File: src/rtl/systolic_seq_ctrl.sv
// Job sequencer for the N-deep MAC systolic chain: clear, load N weights, stream K activations,
// drain with zeros, then pulse done. One broadcast control word drives every MAC in the chain.
package mac_pkg;
  typedef enum logic [1:0] {
    MAC_CTRL_IDLE        = 2'd0,
    MAC_CTRL_CLR         = 2'd1,
    MAC_CTRL_LOAD_WEIGHT = 2'd2,
    MAC_CTRL_RUN         = 2'd3
  } mac_ctrl_t;
endpackage

module systolic_seq_ctrl
  import mac_pkg::*;
#(
  parameter int ARRAY_DIM = 4,
  parameter int K_MAX     = 256,
  parameter int PIPE_LAT  = 2*ARRAY_DIM-1,
  parameter int K_W       = $clog2(K_MAX+1)
) (
  input  logic           clk,
  input  logic           rst_n,
  input  logic           start_i,
  input  logic [K_W-1:0] cfg_k_i,
  output logic           busy_o,
  output logic           done_o,
  input  logic           w_valid_i,
  output logic           w_ready_o,
  input  logic           a_valid_i,
  output logic           a_ready_o,
  output logic           out_valid_o,
  input  logic           out_ready_i,
  output mac_ctrl_t      arr_ctrl_o,
  output logic [1:0]     arr_sel_o
);

  localparam int RC_W = $clog2(K_MAX+PIPE_LAT+1);
  localparam int W_W  = $clog2(ARRAY_DIM+1);
  localparam logic [RC_W-1:0] PIPE_LAT_C = RC_W'(PIPE_LAT);

  typedef enum logic [2:0] {
    S_IDLE, S_CLR, S_LOAD, S_RUN, S_DRAIN, S_DONE
  } state_t;

  state_t          state_q;
  logic [K_W-1:0]  k_q;
  logic [W_W-1:0]  wCnt_q;
  logic [RC_W-1:0] runCnt_q;
  logic            busy_q;
  logic            done_q;

  logic [K_W-1:0]  kClamped;
  logic [RC_W-1:0] kExt;
  logic [RC_W-1:0] lastStep;
  logic            res;
  logic            srcOk;
  logic            step;

  assign kClamped = (cfg_k_i > K_W'(K_MAX)) ? K_W'(K_MAX) : cfg_k_i;
  assign kExt     = RC_W'(k_q);
  assign lastStep = kExt + PIPE_LAT_C - RC_W'(1);

  // A result sits at the array output once the pipeline has filled and until all k have left.
  assign res   = (runCnt_q >= PIPE_LAT_C) && (runCnt_q < kExt + PIPE_LAT_C);
  assign srcOk = (state_q == S_RUN) ? a_valid_i : (state_q == S_DRAIN);
  assign step  = ((state_q == S_RUN) || (state_q == S_DRAIN)) && srcOk && (!res || out_ready_i);

  always_comb begin
    arr_ctrl_o  = MAC_CTRL_IDLE;
    arr_sel_o   = 2'd0;
    w_ready_o   = 1'b0;
    a_ready_o   = 1'b0;
    out_valid_o = 1'b0;
    case (state_q)
      S_CLR: arr_ctrl_o = MAC_CTRL_CLR;
      S_LOAD: begin
        w_ready_o  = 1'b1;
        arr_sel_o  = 2'd1;
        arr_ctrl_o = w_valid_i ? MAC_CTRL_LOAD_WEIGHT : MAC_CTRL_IDLE;
      end
      S_RUN: begin
        arr_sel_o   = 2'd2;
        a_ready_o   = !res || out_ready_i;
        arr_ctrl_o  = step ? MAC_CTRL_RUN : MAC_CTRL_IDLE;
        out_valid_o = res && srcOk;
      end
      S_DRAIN: begin
        arr_ctrl_o  = step ? MAC_CTRL_RUN : MAC_CTRL_IDLE;
        out_valid_o = res && srcOk;
      end
      default: ;
    endcase
  end

  assign busy_o = busy_q;
  assign done_o = done_q;

  // A zero-length job skips the array entirely and goes straight to the done pulse.
  always_ff @(posedge clk or negedge rst_n) begin
    if (!rst_n) begin
      state_q  <= S_IDLE;
      k_q      <= '0;
      wCnt_q   <= '0;
      runCnt_q <= '0;
      busy_q   <= 1'b0;
      done_q   <= 1'b0;
    end else begin
      done_q <= 1'b0;
      case (state_q)
        S_IDLE: begin
          if (start_i) begin
            busy_q <= 1'b1;
            if (cfg_k_i == '0) begin
              state_q <= S_DONE;
              done_q  <= 1'b1;
            end else begin
              k_q      <= kClamped;
              wCnt_q   <= '0;
              runCnt_q <= '0;
              state_q  <= S_CLR;
            end
          end
        end
        S_CLR: state_q <= S_LOAD;
        S_LOAD: begin
          if (w_valid_i) begin
            if (wCnt_q == W_W'(ARRAY_DIM-1)) begin
              wCnt_q  <= '0;
              state_q <= S_RUN;
            end else begin
              wCnt_q <= wCnt_q + W_W'(1);
            end
          end
        end
        S_RUN: begin
          if (step) begin
            runCnt_q <= runCnt_q + RC_W'(1);
            if (runCnt_q == kExt - RC_W'(1)) state_q <= S_DRAIN;
          end
        end
        S_DRAIN: begin
          if (step) begin
            if (runCnt_q == lastStep) begin
              runCnt_q <= '0;
              state_q  <= S_DONE;
              done_q   <= 1'b1;
            end else begin
              runCnt_q <= runCnt_q + RC_W'(1);
            end
          end
        end
        S_DONE: begin
          busy_q  <= 1'b0;
          state_q <= S_IDLE;
        end
        default: state_q <= S_IDLE;
      endcase
    end
  end

endmodule

File: config.mk
export PLATFORM = sky130hd
export DESIGN_NAME = systolic_seq_ctrl
export DESIGN_NICKNAME = d
export VERILOG_FILES = /design/src/rtl/systolic_seq_ctrl.sv
export SDC_FILE = /design/constraint.sdc
export NUM_CORES = 1
export LEC_CHECK = 0
export CORE_UTILIZATION = 60
export CTS_CLUSTER_SIZE = 16
export DETAILED_ROUTE_END_ITERATION = 8
export HOLD_SLACK_MARGIN = 0.03
export PLACE_DENSITY_LB_ADDON = 0.3
export SKIP_LAST_GASP = 1
export SYNTH_ARGS = -nofsm -noshare
export SYNTH_HDL_FRONTEND = slang
export SYNTH_SLANG_ARGS = --single-unit
File: constraint.sdc
create_clock -name clk -period 7 [get_ports clk]
set_clock_uncertainty 0.05 [all_clocks]
set_input_delay 1.05 -clock clk [delete_from_list [all_inputs] [get_ports clk]]
set_output_delay 1.05 -clock clk [all_outputs]
set_load 0.1 [all_outputs]
==> out/metrics.csv <==
metric,value,unit
Finished Layout Cells,351,
total grt overflow,0,
syn nets,324,
highest metal used,met4,
"Req. time, crit path",5.90,ns
post-route setup TNS,0,ns
hold_buf cts,0,
worst path arrival time,4.77,ns
worst-path fanout max,11,
Pins Over Slew Limit,0,
initial antenna violation count,0,
status,finished clean,
reg2reg path depth,15,
DRT antenna net count,0,
fraction of registers with async set/reset,100,%
Global Route Usage Sum,29.5,%
clk_lat worst skew,0.28,ns
H-tree depth,1,
unrepaired setup endpoints after global routing,false,
Avg Synthesized Cell Area,8.02,sq um
I/O pins,24,
Routed wire per std cell,16.2,um
Vias per Instance,6.35,
DRT Pass-1 Iters,4,
final hold vios,0,
die area,4250,sq um
mapped cell area,2400,sq um
FF+latch area,651,sq um
largest net degree at the start of global routing,30,
Layout Nets,329,
post-synth top area cell,dfrtp_1,
largest family of logic cells by synthesized area,simple AND/OR/NAND/NOR gates,
Hold Path Stages,1,
clock root cell,clkbuf_8,
Adder-Cell Fraction of Synth Area,5.22,%
dpl cells,347,
met3 WL,244,um
drt total wl,5680,um
Syn. warnings,0,
HP Class,flip-flop to flip-flop,
P_leak,1.07,nW
Critical Path Start Type,flip-flop,
# rows,22,
share of the synthesized area in the top cell type,27.1,%
n_diodes,0,
CTS Buffer Depth,2,
mux contribution to synthesized area,1.30,%
"setup slack, reg-to-reg",3.10,ns
hold slack final,0.474,ns
Routed met1 length,2710,um
share of cells above drive strength 1,5.61,%
# port buffers,23,
routability cong.,0.842,
Max Fclk,170,MHz
Worst setup EP type,output port,
crit share post-route,83.8,%
vias,2228,
DRC viols,0,
CTS tree,built,
pwr dens,401,nW/um^2
initial core utilization,64.0,%
synthesis-to-layout area growth,10.1,%
reg2reg start,kExt[0],
post-layout min period,5.87,ns
peak supply drop,444,uV
"EDFF count, synth",0,
hold path start,wCnt_q[0],
XOR/XNOR share of the synthesized area,7.31,%
area of the multi-input gates,1590,sq um
crit path kind,flip-flop to output port,
post-CTS setup buffer count,0,
crit path launch,kExt[0],
DPL Wire Length,4190,um
filler cell count,326,
Yosys reg bits,26,
Post-CTS Resized,0,
post-synthesis compound-gate area fraction,24.2,%
Iter 0 DRT Violations,150,
final-report setup violation count,0,
Clock Pin Slew Worst Setup and Hold Paths,0.10,ns
max-cap viol count,0,
Cells after Synth,299,
vias in the first global route,2142,
CTS Buf Count,3,
Core ar.,3740,sq um
Synth area leaders,"dfrtp_1, ha_1, o21ai_0",
"Top FF cell, synth",dfrtp_1,
"Seq/Total Area, Yosys",27.1,%
met2 WL,2660,um
Post-Synth Simple-Gate Area,28.4,%
first-pass GRT wire length,9920,um
Slew Limit Headroom,33.9,%
Clock Sinks,26,
worst slew pin tran,0.989,ns
Synth cell types,60,
Die Ht,65.2,um
die width,65.2,um
through the flow:
step	setup WS, ns	instance area (sq um)	power (W)	util (%)
floorplan	0.944	2400	0.000796	-
global placement	1.67	2570	0.000903	68.6
detailed placement	1.50	2570	0.000923	68.6
CTS	1.17	2640	0.00105	70.5
global route	0.852	2640	0.00112	70.5
finish	1.13	2640	0.00106	70.5
layout by cell type, fill, tap and decap left out, types with 2 or more instances in the layout:
cell             instances
mux2i_1                  2
and3_1                   3
ha_1                    10
dfrtp_1                 26
o22ai_1                  2
o21a_1                   3
nor3_1                  15
inv_1                    7
a41oi_1                  3
nand4_1                  6
xor2_1                   9
clkdlybuf4s50_1         23
or3_1                    2
nor2b_1                  5
o211ai_1                 5
a21oi_1                  9
or2_2                    2
o21ai_0                 25
nand3_1                 21
nor4_1                   3
nor2_1                  19
xnor2_1                 11
o211a_1                  2
o2111ai_1                3
a211o_1                  2
clkbuf_8                 3
a21o_1                   4
nand2_1                 30
and2_1                   2
a32o_1                   2
nand2b_1                11
o31ai_1                  3
nor3b_1                  3
worst max-delay path, stage by stage, from the launching register on:
cell and delay (ns):
dfrtp_1 0.52, inv_1 0.14, ha_1 0.31, nor2b_1 0.40
nor2_1 0.18, and3_1 0.24, xnor2_1 0.13, ha_1 0.32
nand2_1 0.06, a311o_1 0.31, nand3_1 0.11, nor2_1 0.08
o21ai_4 0.11, a21boi_0 0.18, o31ai_1 0.22, clkdlybuf4s50_1 1.17
final timing paths:
kind	endpoint
worst max-delay path	arr_ctrl_o[0]
worst min-delay path	wCnt_q[0]
worst max register to register	runCnt_q[0]
worst min register to register	wCnt_q[0]
max in group asynchronous	kExt[5]
min in group asynchronous	wCnt_q[1]
synth_stat cells, types with 3 or more instances:
| cell | count |
|---|---|
| o31ai_1 | 3 |
| nor2b_1 | 5 |
| a21oi_1 | 9 |
| buf_6 | 3 |
| nor4_1 | 3 |
| o21ai_0 | 25 |
| nor3b_1 | 3 |
| nand2_1 | 30 |
| nand2b_1 | 11 |
| nand3_1 | 21 |
| xor2_1 | 9 |
| inv_1 | 7 |
| ha_1 | 10 |
| o21a_1 | 3 |
| clkbuf_1 | 13 |
| buf_2 | 6 |
| dfrtp_1 | 26 |
| a41oi_1 | 3 |
| nor3_1 | 15 |
| o211ai_1 | 5 |
| a21o_1 | 4 |
| nand4_1 | 6 |
| and3_1 | 3 |
| nor2_1 | 19 |
| xnor2_1 | 11 |
| o2111ai_1 | 3 |
flip-flops by register name, summed over array words and instances, names as in the netlist:
signal,flops
kExt,9
runCnt_q,9
state_q,3
wCnt_q,3
busy_o,1
done_o,1
routing by layer:
layer / up-vias / track usage [%]
met5: - / 0
met4: 0 / 6.25
met3: 10 / 3.47
met2: 61 / 50.4
met1: 1059 / 40.0
li1: 1098 / -
cell type report:
type | count | share of cell area [%]
Clock buffer | 3 | 1.56
Clock inverter | 1 | 1.14
Tap cell | 48 | 2.28
Sequential cell | 26 | 24.7
Inverter | 7 | 0.996
Timing Repair Buffer | 24 | 9.01
Multi-Input combinational cell | 242 | 60.4
power by group:
group	leakage (nW)	internal [W]	switching [W]
Clock	0.0357	0.0000766	0.0000527
Combinational	0.698	0.000232	0.000440
Sequential	0.337	0.000181	0.0000744
Total	1.07	0.000490	0.000567
cell families (layout without fill, tap and decap cells):
logic type      after synthesis  after routing
flops                        26             26
xor+xnor                     20             20
fa+ha+maj                    10             10
compound gates               80             80
simple gates                129            129
mux                           3              3
buf+inv                      31             35
Note: power is estimated with default switching activity, not from simulation.
